[src/rtl/frogger_pkg.sv]
// Shared constants and types for the Frogger timing/motion core.
// Holds tile geometry, grid size, default VGA timing and default mover settings.
// Ports: none (package).
package frogger_pkg;

  localparam int TILE_SIZE  = 32;
  localparam int TILE_SHIFT = 5;
  localparam int GRID_COLS  = 14;
  localparam int GRID_ROWS  = 13;

  localparam int TOTAL_COLS  = 800;
  localparam int TOTAL_ROWS  = 525;
  localparam int ACTIVE_COLS = 640;
  localparam int ACTIVE_ROWS = 480;

  localparam int CAR_SPEED      = 1;
  localparam int CAR_SLOW_COUNT = 4000000;
  localparam int CAR_INIT_X     = 0;
  localparam int CAR_INIT_Y     = 11;

  localparam int LOG_SPEED      = 1;
  localparam int LOG_SLOW_COUNT = 39000000;
  localparam int LOG_MIN_X      = 0;
  localparam int LOG_INIT_X     = 13;
  localparam int LOG_Y_1        = 1;
  localparam int LOG_Y_2        = 3;
  localparam int LOG_Y_3        = 5;

  localparam int CNT_W  = 10;
  localparam int DIV_W  = CNT_W - TILE_SHIFT;
  localparam int POS_W  = 6;
  localparam int TICK_W = 26;

  typedef logic [CNT_W-1:0] pix_cnt_t;
  typedef logic [DIV_W-1:0] tile_idx_t;
  typedef logic [POS_W-1:0] tile_pos_t;

  // Truncate an integer tile coordinate to the 6-bit position width.
  function automatic tile_pos_t to_pos(input int v);
    return tile_pos_t'(v);
  endfunction

endpackage

[src/rtl/frogger_motion_timebase_if.sv]
// Bundle between the timing/motion core and the renderer/collision logic.
// Ports: raw syncs in; delayed syncs, pixel counters, tile indices, car/log positions out.
// master = timebase core (drives outputs), slave = consumer (drives raw syncs).
interface frogger_motion_timebase_if;

  logic                   i_HSync;
  logic                   i_VSync;
  logic                   o_HSync;
  logic                   o_VSync;
  frogger_pkg::pix_cnt_t  o_Col_Count;
  frogger_pkg::pix_cnt_t  o_Row_Count;
  frogger_pkg::tile_idx_t o_Col_Count_Div;
  frogger_pkg::tile_idx_t o_Row_Count_Div;
  frogger_pkg::tile_pos_t o_Car_X;
  frogger_pkg::tile_pos_t o_Car_Y;
  frogger_pkg::tile_pos_t o_Log_X_1;
  frogger_pkg::tile_pos_t o_Log_X_2;
  frogger_pkg::tile_pos_t o_Log_X_3;
  frogger_pkg::tile_pos_t o_Log_Y_1;
  frogger_pkg::tile_pos_t o_Log_Y_2;
  frogger_pkg::tile_pos_t o_Log_Y_3;

  modport master (
    input  i_HSync, i_VSync,
    output o_HSync, o_VSync, o_Col_Count, o_Row_Count, o_Col_Count_Div, o_Row_Count_Div,
    output o_Car_X, o_Car_Y, o_Log_X_1, o_Log_X_2, o_Log_X_3, o_Log_Y_1, o_Log_Y_2, o_Log_Y_3
  );

  modport slave (
    output i_HSync, i_VSync,
    input  o_HSync, o_VSync, o_Col_Count, o_Row_Count, o_Col_Count_Div, o_Row_Count_Div,
    input  o_Car_X, o_Car_Y, o_Log_X_1, o_Log_X_2, o_Log_X_3, o_Log_Y_1, o_Log_Y_2, o_Log_Y_3
  );

endinterface

[src/rtl/frogger_motion_timebase_tile_mover.sv]
// Purpose: steps one tile X position by SPEED every SLOW_COUNT clocks, wrapping at the grid edge.
// Latency: position changes on the SLOW_COUNT-th edge after reset release, then every SLOW_COUNT edges.
// Backpressure: none; free-running.
// Ports: clk_i, rst_n_i (sync active-low), x_o (current tile X).
module tile_mover
  import frogger_pkg::*;
#(
  parameter int DIR        = 1,   // +1 moves right, -1 moves left
  parameter int SPEED      = 1,
  parameter int SLOW_COUNT = 4,
  parameter int INIT_X     = 0,
  parameter int LIMIT      = 14   // right: wrap bound (exclusive); left: minimum X
) (
  input  logic      clk_i,
  input  logic      rst_n_i,
  output tile_pos_t x_o
);

  localparam logic [TICK_W-1:0] TICK_LAST = TICK_W'(SLOW_COUNT - 1);
  localparam logic [POS_W:0]    SPEED_E   = (POS_W+1)'(SPEED);
  localparam logic [POS_W:0]    LIMIT_E   = (POS_W+1)'(LIMIT);
  localparam tile_pos_t         INIT_POS  = to_pos(INIT_X);
  localparam bit                RIGHT     = (DIR > 0);

  logic [TICK_W-1:0] tick_q, tick_d;
  tile_pos_t         x_q, x_d;
  logic              tick;
  logic [POS_W:0]    x_ext;

  assign tick  = (tick_q == TICK_LAST);
  assign x_ext = {1'b0, x_q};

  always_comb begin
    tick_d = tick ? '0 : tick_q + TICK_W'(1);
    x_d    = x_q;
    if (tick) begin
      if (RIGHT) begin
        // Compare one bit wider so X+SPEED cannot overflow past the bound.
        if (x_ext + SPEED_E >= LIMIT_E) x_d = '0;
        else                            x_d = x_q + SPEED_E[POS_W-1:0];
      end else begin
        // Test before subtracting so X never underflows below the minimum.
        if (x_ext < LIMIT_E + SPEED_E) x_d = INIT_POS;
        else                           x_d = x_q - SPEED_E[POS_W-1:0];
      end
    end
  end

  always_ff @(posedge clk_i) begin
    if (!rst_n_i) begin
      tick_q <= '0;
      x_q    <= INIT_POS;
    end else begin
      tick_q <= tick_d;
      x_q    <= x_d;
    end
  end

  assign x_o = x_q;

endmodule

[src/rtl/frogger_motion_timebase.sv]
// Purpose: re-registers VGA syncs, derives pixel/tile counters, and moves the car and logs.
// Latency: syncs and counters 1 clock; tile indices are slices of registered counters.
// Backpressure: none; free-running pixel-clock pipeline.
// Ports: i_Clk, i_Rst_L (sync active-low), bus (master side of frogger_motion_timebase_if).
module frogger_motion_timebase
  import frogger_pkg::*;
#(
  parameter int c_TOTAL_COLS     = TOTAL_COLS,
  parameter int c_TOTAL_ROWS     = TOTAL_ROWS,
  parameter int c_MAX_X          = GRID_COLS,
  parameter int c_CAR_SPEED      = CAR_SPEED,
  parameter int c_CAR_SLOW_COUNT = CAR_SLOW_COUNT,
  parameter int c_CAR_INIT_X     = CAR_INIT_X,
  parameter int c_CAR_INIT_Y     = CAR_INIT_Y,
  parameter int c_LOG_SPEED      = LOG_SPEED,
  parameter int c_LOG_SLOW_COUNT = LOG_SLOW_COUNT,
  parameter int c_LOG_MIN_X      = LOG_MIN_X,
  parameter int c_LOG_INIT_X     = LOG_INIT_X,
  parameter int c_LOG_Y_1        = LOG_Y_1,
  parameter int c_LOG_Y_2        = LOG_Y_2,
  parameter int c_LOG_Y_3        = LOG_Y_3
) (
  input  logic                        i_Clk,
  input  logic                        i_Rst_L,
  frogger_motion_timebase_if.master   bus
);

  localparam pix_cnt_t COL_LAST = pix_cnt_t'(c_TOTAL_COLS - 1);
  localparam pix_cnt_t ROW_LAST = pix_cnt_t'(c_TOTAL_ROWS - 1);

  logic      hsync_q, vsync_q;
  pix_cnt_t  col_q, col_d, row_q, row_d;
  logic      frame_start;
  tile_pos_t car_x, log_x;

  // Rising VSync edge, seen against the previous registered copy.
  assign frame_start = bus.i_VSync & ~vsync_q;

  always_comb begin
    col_d = col_q + pix_cnt_t'(1);
    row_d = row_q;
    if (frame_start) begin
      col_d = '0;
      row_d = '0;
    end else if (col_q == COL_LAST) begin
      col_d = '0;
      row_d = (row_q == ROW_LAST) ? '0 : row_q + pix_cnt_t'(1);
    end
  end

  always_ff @(posedge i_Clk) begin
    if (!i_Rst_L) begin
      hsync_q <= 1'b0;
      vsync_q <= 1'b0;
      col_q   <= '0;
      row_q   <= '0;
    end else begin
      hsync_q <= bus.i_HSync;
      vsync_q <= bus.i_VSync;
      col_q   <= col_d;
      row_q   <= row_d;
    end
  end

  tile_mover #(
    .DIR(1), .SPEED(c_CAR_SPEED), .SLOW_COUNT(c_CAR_SLOW_COUNT),
    .INIT_X(c_CAR_INIT_X), .LIMIT(c_MAX_X)
  ) u_car (
    .clk_i(i_Clk), .rst_n_i(i_Rst_L), .x_o(car_x)
  );

  // One mover feeds all three logs so they can never drift out of phase.
  tile_mover #(
    .DIR(-1), .SPEED(c_LOG_SPEED), .SLOW_COUNT(c_LOG_SLOW_COUNT),
    .INIT_X(c_LOG_INIT_X), .LIMIT(c_LOG_MIN_X)
  ) u_log (
    .clk_i(i_Clk), .rst_n_i(i_Rst_L), .x_o(log_x)
  );

  assign bus.o_HSync         = hsync_q;
  assign bus.o_VSync         = vsync_q;
  assign bus.o_Col_Count     = col_q;
  assign bus.o_Row_Count     = row_q;
  assign bus.o_Col_Count_Div = col_q[CNT_W-1:TILE_SHIFT];
  assign bus.o_Row_Count_Div = row_q[CNT_W-1:TILE_SHIFT];
  assign bus.o_Car_X         = car_x;
  assign bus.o_Car_Y         = to_pos(c_CAR_INIT_Y);
  assign bus.o_Log_X_1       = log_x;
  assign bus.o_Log_X_2       = log_x;
  assign bus.o_Log_X_3       = log_x;
  assign bus.o_Log_Y_1       = to_pos(c_LOG_Y_1);
  assign bus.o_Log_Y_2       = to_pos(c_LOG_Y_2);
  assign bus.o_Log_Y_3       = to_pos(c_LOG_Y_3);

endmodule

[src/flat_wrapper.sv]
// flat-port wrapper written by rule: the top's interface ports become plain ports
module frogger_motion_timebase_flat import frogger_pkg::*;
#(
  parameter int c_TOTAL_COLS     = TOTAL_COLS,
  parameter int c_TOTAL_ROWS     = TOTAL_ROWS,
  parameter int c_MAX_X          = GRID_COLS,
  parameter int c_CAR_SPEED      = CAR_SPEED,
  parameter int c_CAR_SLOW_COUNT = CAR_SLOW_COUNT,
  parameter int c_CAR_INIT_X     = CAR_INIT_X,
  parameter int c_CAR_INIT_Y     = CAR_INIT_Y,
  parameter int c_LOG_SPEED      = LOG_SPEED,
  parameter int c_LOG_SLOW_COUNT = LOG_SLOW_COUNT,
  parameter int c_LOG_MIN_X      = LOG_MIN_X,
  parameter int c_LOG_INIT_X     = LOG_INIT_X,
  parameter int c_LOG_Y_1        = LOG_Y_1,
  parameter int c_LOG_Y_2        = LOG_Y_2,
  parameter int c_LOG_Y_3        = LOG_Y_3
)
  (i_Clk, i_Rst_L, bus_i_HSync, bus_i_VSync, bus_o_HSync, bus_o_VSync, bus_o_Col_Count, bus_o_Row_Count, bus_o_Col_Count_Div, bus_o_Row_Count_Div, bus_o_Car_X, bus_o_Car_Y, bus_o_Log_X_1, bus_o_Log_X_2, bus_o_Log_X_3, bus_o_Log_Y_1, bus_o_Log_Y_2, bus_o_Log_Y_3);
  frogger_motion_timebase_if bus_i ();
  input  logic i_Clk;
  input  logic i_Rst_L;
  input wire logic [$bits(bus_i.i_HSync)-1:0] bus_i_HSync;
  input wire logic [$bits(bus_i.i_VSync)-1:0] bus_i_VSync;
  output wire logic [$bits(bus_i.o_HSync)-1:0] bus_o_HSync;
  output wire logic [$bits(bus_i.o_VSync)-1:0] bus_o_VSync;
  output wire logic [$bits(bus_i.o_Col_Count)-1:0] bus_o_Col_Count;
  output wire logic [$bits(bus_i.o_Row_Count)-1:0] bus_o_Row_Count;
  output wire logic [$bits(bus_i.o_Col_Count_Div)-1:0] bus_o_Col_Count_Div;
  output wire logic [$bits(bus_i.o_Row_Count_Div)-1:0] bus_o_Row_Count_Div;
  output wire logic [$bits(bus_i.o_Car_X)-1:0] bus_o_Car_X;
  output wire logic [$bits(bus_i.o_Car_Y)-1:0] bus_o_Car_Y;
  output wire logic [$bits(bus_i.o_Log_X_1)-1:0] bus_o_Log_X_1;
  output wire logic [$bits(bus_i.o_Log_X_2)-1:0] bus_o_Log_X_2;
  output wire logic [$bits(bus_i.o_Log_X_3)-1:0] bus_o_Log_X_3;
  output wire logic [$bits(bus_i.o_Log_Y_1)-1:0] bus_o_Log_Y_1;
  output wire logic [$bits(bus_i.o_Log_Y_2)-1:0] bus_o_Log_Y_2;
  output wire logic [$bits(bus_i.o_Log_Y_3)-1:0] bus_o_Log_Y_3;
  assign bus_i.i_HSync = bus_i_HSync;
  assign bus_i.i_VSync = bus_i_VSync;
  assign bus_o_HSync = bus_i.o_HSync;
  assign bus_o_VSync = bus_i.o_VSync;
  assign bus_o_Col_Count = bus_i.o_Col_Count;
  assign bus_o_Row_Count = bus_i.o_Row_Count;
  assign bus_o_Col_Count_Div = bus_i.o_Col_Count_Div;
  assign bus_o_Row_Count_Div = bus_i.o_Row_Count_Div;
  assign bus_o_Car_X = bus_i.o_Car_X;
  assign bus_o_Car_Y = bus_i.o_Car_Y;
  assign bus_o_Log_X_1 = bus_i.o_Log_X_1;
  assign bus_o_Log_X_2 = bus_i.o_Log_X_2;
  assign bus_o_Log_X_3 = bus_i.o_Log_X_3;
  assign bus_o_Log_Y_1 = bus_i.o_Log_Y_1;
  assign bus_o_Log_Y_2 = bus_i.o_Log_Y_2;
  assign bus_o_Log_Y_3 = bus_i.o_Log_Y_3;
  frogger_motion_timebase #(.c_TOTAL_COLS(c_TOTAL_COLS), .c_TOTAL_ROWS(c_TOTAL_ROWS), .c_MAX_X(c_MAX_X), .c_CAR_SPEED(c_CAR_SPEED), .c_CAR_SLOW_COUNT(c_CAR_SLOW_COUNT), .c_CAR_INIT_X(c_CAR_INIT_X), .c_CAR_INIT_Y(c_CAR_INIT_Y), .c_LOG_SPEED(c_LOG_SPEED), .c_LOG_SLOW_COUNT(c_LOG_SLOW_COUNT), .c_LOG_MIN_X(c_LOG_MIN_X), .c_LOG_INIT_X(c_LOG_INIT_X), .c_LOG_Y_1(c_LOG_Y_1), .c_LOG_Y_2(c_LOG_Y_2), .c_LOG_Y_3(c_LOG_Y_3)) u_core (.i_Clk(i_Clk), .i_Rst_L(i_Rst_L), .bus(bus_i));
endmodule
[config.mk]
export PLATFORM = sky130hd
export DESIGN_NAME = frogger_motion_timebase_flat
export DESIGN_NICKNAME = d
export VERILOG_FILES = /design/src/rtl/frogger_pkg.sv /design/src/rtl/frogger_motion_timebase_if.sv /design/src/rtl/frogger_motion_timebase_tile_mover.sv /design/src/rtl/frogger_motion_timebase.sv /design/src/flat_wrapper.sv
export SDC_FILE = /design/constraint.sdc
export NUM_CORES = 1
export LEC_CHECK = 0
export ABC_CLOCK_PERIOD_IN_PS = 2500
export BUFFER_PORTS_ARGS = -buffer_cell sky130_fd_sc_hd__buf_2
export CORE_MARGIN = 2
export CORE_UTILIZATION = 35
export CTS_CLUSTER_DIAMETER = 80
export DETAILED_ROUTE_END_ITERATION = 6
export HOLD_SLACK_MARGIN = 0.08
export SYNTH_ARGS = -nofsm -noshare
export SYNTH_HDL_FRONTEND = slang
export SYNTH_SLANG_ARGS = --single-unit
[constraint.sdc]
create_clock -name i_Clk -period 2.5 [get_ports i_Clk]
set_clock_uncertainty 0.1 [all_clocks]
set_input_delay 0.375 -clock i_Clk [delete_from_list [all_inputs] [get_ports i_Clk]]
set_output_delay 0.375 -clock i_Clk [all_outputs]
set_load 0.01 [all_outputs]
Yosys cells after proc, flatten, opt, wreduce, memory -nomap -nowiden
Cells that the tools add are included.
{ "totals": {"regBits": 86, "in_bits": 4, "wordCells": 31, "output_inout_bits": 80} }
{ "classes": {"order_cmp": 2, "n_bitwise": 3, "n_eq_ne": 4, "add_sub_neg": 7, "reduce_logical": 4, "n_mux": 3} }
{ "ops": {"columns": ["operator", "count"], "rows": [
  ["$add A26 B1 Y26 const B", 2],
  ["$eq A26 B22 Y1 const B", 1],
  ["$eq A26 B26 Y1 const B", 1],
  ["$add A10 B1 Y10 const B", 2],
  ["$eq A10 B10 Y1 const B", 2],
  ["$mux W6", 2],
  ["$mux W10", 1],
  ["$add A6 B1 Y7 const B", 1],
  ["$ge A7 B4 Y1 const B", 1],
  ["$add A6 B1 Y6 const B", 1],
  ["$lt A6 B1 Y1 const B", 1],
  ["$reduce_or A2 Y1", 3],
  ["$sub A6 B1 Y6 const B", 1],
  ["$reduce_or A3 Y1", 1],
  ["$not A1 Y1", 2],
  ["$and A1 B1 Y1", 1]
]} }

Depth between registers and ports, before layout
{ "logic_depth": {"word_depth": 3, "depth_mapped": 8, "depth_no_buf": 7} }

Hierarchy
Synthesis repeated with hierarchy kept, for this count alone.
{ "unflattened": {"cells_unflattened": 492, "area_unflattened_um2": 4342.9} }
{ "by_module_without_submodules": {"columns": ["mod", "seq_area_each_um2", "n_inst", "cells_per_inst", "area_per_inst_um2"], "rows": [
  ["tile_mover at u_core.u_log", 640.6, 1, 169, 1519.0],
  ["tile_mover at u_core.u_car", 640.6, 1, 166, 1492.7],
  ["frogger_motion_timebase", 440.4, 1, 157, 1331.3]
]} }

Worst setup path after synthesis
OpenSTA, ideal clock, no wires.
{ "synth_timing": {"kind": "reg-to-reg", "startpoint": "reg u_core.u_car.tick_q[23]", "endpoint": "reg u_core.u_car.x_q[0] (netlist: u_core.u_car.x_o[0])", "path_buffers": 1, "arrival_time_ps": 1995, "period_less_slack_ps": 2163, "required_time_ps": 2332, "setup_ps": 68, "path_slack_ps": 337, "stages_incl_launch_ff": 7, "cell_sequence": "dfxtp_1 -> or4_1 -> or3_1 -> or3_1 -> buf_6 -> or3_1 -> o21ai_2"} }
{ "synth_between": {"elab_chain_cells": 1} }
{ "synth_rtl": {"columns": ["item", "line", "text"], "rows": [
  ["start, declared", "frogger_motion_timebase_tile_mover.sv:25", "logic [TICK_W-1:0] tick_q, tick_d;"],
  ["start signal, assigned", "frogger_motion_timebase_tile_mover.sv:54", "tick_q <= tick_d;"],
  ["$eq A26 B22 Y1", "frogger_motion_timebase_tile_mover.sv:30", "assign tick = (tick_q == TICK_LAST);"],
  ["end signal, assigned", "frogger_motion_timebase_tile_mover.sv:52", "x_q <= INIT_POS;"],
  ["end signal, assigned", "frogger_motion_timebase_tile_mover.sv:55", "x_q <= x_d;"],
  ["end, declared", "frogger_motion_timebase_tile_mover.sv:26", "tile_pos_t x_q, x_d;"]
]} }
No other way between the ends.
A chain may end at the register's enable or synchronous reset.

Final worst setup path
Same ends and word-level chain as after synthesis.

==> results.tsv <==
metric	value	unit
first-pass GRT wire length	13.7	mm
ant diodes	0	
port buffer count	59	
Routed WL per cell	11.6	um
row count	39	
Hold Vio Cnt, Final	0	
Setup TNS	0	ns
root buf cell	clkbuf_16	
Bufs and invs on worst path	0	
clock-pin slew on the worst setup and hold paths	0.06	ns
slowest CP cell	or4_1	
number of synthesized register bits	86	
startpoint types	flip-flop	
# Max-Cap Violations	0	
Mean Syn Cell Area	8.53	um^2
CTS tree	done	
Initial Utilization	36.3	%
violated checks	design-rule violations	
drt first pass iters	7	
register area share after synthesis	41.2	%
Core ar.	0.0115	mm^2
TritonCTS buffer count	9	
Top Family by Delay on Critical Path	simple AND/OR/NAND/NOR gates	
most common cell after layout, fill and taps aside	dfxtp_1	
largest net degree at the start of global routing	21	
Max Root-Sink Buffers	2	
Tmin final	2.31	ns
vias in the first global route	2963	
CP Capture Type	flip-flop	
GRT overflow	0	
fill cell count	1167	
DP HPWL	5.74	mm
DRC errors left	12	
final core utilization	41.5	%
full die area	0.0128	mm^2
clk sink count	86	
crit path max fanout	10	
Worst path max stage delay	0.52	ns
Setup Buffers After CTS	0	
post-CTS sizing	0	
Slew HR	57.8	%
worst vdd ir	0.307	mV
crit path kind	reg -> reg	
Worst path most repeated cell	or3_1	
routability cong.	0.790	
Synth-to-Final Area Change	14.3	%
Iteration-0 DRC Markers	275	
Final Setup Violations	0	
Worst-Margin Slew	0.627	ns
WP data required	2.67	ns
cell count after synthesis	490	
RSZ-0062 raised after global routing	false	
die width	113	um
worst skew pair latency	0.33	ns
power per cell area	630	mW/mm^2
fin nets	548	
CP Data Arrival Time	2.48	ns
number of distinct library cells after synthesis	41	
Syn Std Cell Area	0.00418	mm^2
Lkg Pwr	1.99	nW
FMAX	0.433	GHz
YS warnings	0	
CTS Hold Bufs	0	
crit path cell chain	or4_1, or3_1, or3_1, or3_1, o21ai_2	
Vias/cell	4.79	
worst hold path type	in -> reg	
outcome	finished, violations left	
H-tree depth	3	
GRT Util Overall	12.8	%
ANT nets after route	0	
most frequent cells in the layout	dfxtp_1 (86), nor2_1 (82), buf_2 (59)	
Die H	113	um
routed wire length	7.91	mm
Final period util	92.5	%
fin. max-slew vios	0	
antenna violations before repair	0	
Vias	3270	
io pins	84	
layout cells sized above 1	17.6	%
-- area by class of cell --
| class | count | area, um^2 | share of cell area [%] |
|---|---|---|---|
| sequential | 86 | 1720 | 36.0 |
| multi-input combinational | 356 | 2090 | 43.8 |
| inverter | 14 | 52.6 | 1.10 |
| tap | 143 | 179 | 3.75 |
| clock buffer | 10 | 239 | 5.00 |
| clock inverter | 5 | 108 | 2.25 |
| timing repair buffer | 69 | 383 | 8.01 |
-- Yosys cell counts (all sizes together) --
cell type | number | share of area [%]
a22oi | 1 | 0.18
o31ai | 2 | 0.36
mux2i | 3 | 0.72
a311o | 1 | 0.24
or2 | 3 | 0.45
nand4 | 18 | 2.7
o21a | 2 | 0.36
and3 | 20 | 3.1
nor4 | 7 | 1.2
xor2 | 41 | 8.6
or3 | 6 | 0.90
a211oi | 1 | 0.18
nand2 | 26 | 2.4
a21oi | 6 | 0.72
and2 | 4 | 0.60
a32o | 1 | 0.24
nand2b | 7 | 1.0
xnor2 | 21 | 4.4
a31o | 2 | 0.42
clkbuf | 7 | 0.63
conb | 2 | 0.18
dfxtp | 86 | 41
nor2 | 82 | 7.4
nand3b | 1 | 0.18
a21boi | 1 | 0.18
nand3 | 41 | 4.9
or4 | 1 | 0.18
and4 | 4 | 0.84
ha | 8 | 2.4
buf | 49 | 8.9
o21ai | 7 | 0.93
inv | 14 | 1.3
nor3 | 11 | 1.3
a21o | 1 | 0.18
nor4b | 3 | 0.63
-- registers in the layout, indices dropped and copies added, names as in the netlist --
register and cells:
u_core.bus.o_Col_Count 10, u_core.bus.o_Row_Count 10, u_core.u_car.tick_q 26, u_core.bus.o_VSync 1, u_core.u_log.x_o 6, u_core.u_log.tick_q 26
u_core.u_car.x_o 6, u_core.bus.o_HSync 1
-- path summary, 6_finish.rpt --
path | start | endpoint | slack (ns) | cells after the start
min reg2reg | u_core.u_car.tick_q[0] | u_core.u_car.tick_q[0] | 0.36 | 1
max | u_core.u_car.tick_q[23] | u_core.u_car.x_o[0] | 0.19 | 5
min | bus_i_VSync | u_core.bus.o_VSync | 0.18 | 2
max reg2reg | u_core.u_car.tick_q[23] | u_core.u_car.x_o[0] | 0.19 | 5
-- where the power goes --
part | leakage (nW) | switching (W) | internal [W]
Clock | 0.169 | 0.000527 | 0.00100
Sequential | 0.695 | 0.0000125 | 0.00138
Combinational | 1.12 | 0.0000594 | 0.0000263
-- metal layers --
layer	GRT usage [%]	up-vias	share of wire (%)
li1	-	1679	-
met5	0	-	0
met2	20.6	85	44
met1	17.2	1497	49
met3	2.09	9	4.9
met4	4.63	0	1.5
-- through the flow --
stage                     instances  area (um^2)  hold slack (ns)  setup WS [ns]  power (W)
after floorplan                 512         4260            0.330          0.337    0.00151
after global placement          668         4430            0.340          0.248    0.00151
after detailed placement        668         4430            0.349          0.202    0.00151
after CTS                       683         4780            0.166          0.181    0.00306
after global routing            683         4780            0.179          0.120    0.00313
final                           683         4780            0.177          0.188    0.00301
-- cell families after synthesis --
logic type / Yosys count / synth area share [%]
fa+ha+maj: 8 / 2.40
mux: 3 / 0.719
xor+xnor: 62 / 13.0
flops: 86 / 41.2
other cells: 2 / 0.180
simple gates: 234 / 27.8
buf+inv: 70 / 10.8
compound gates: 25 / 3.98
Note: power is estimated with default switching activity, not from simulation.
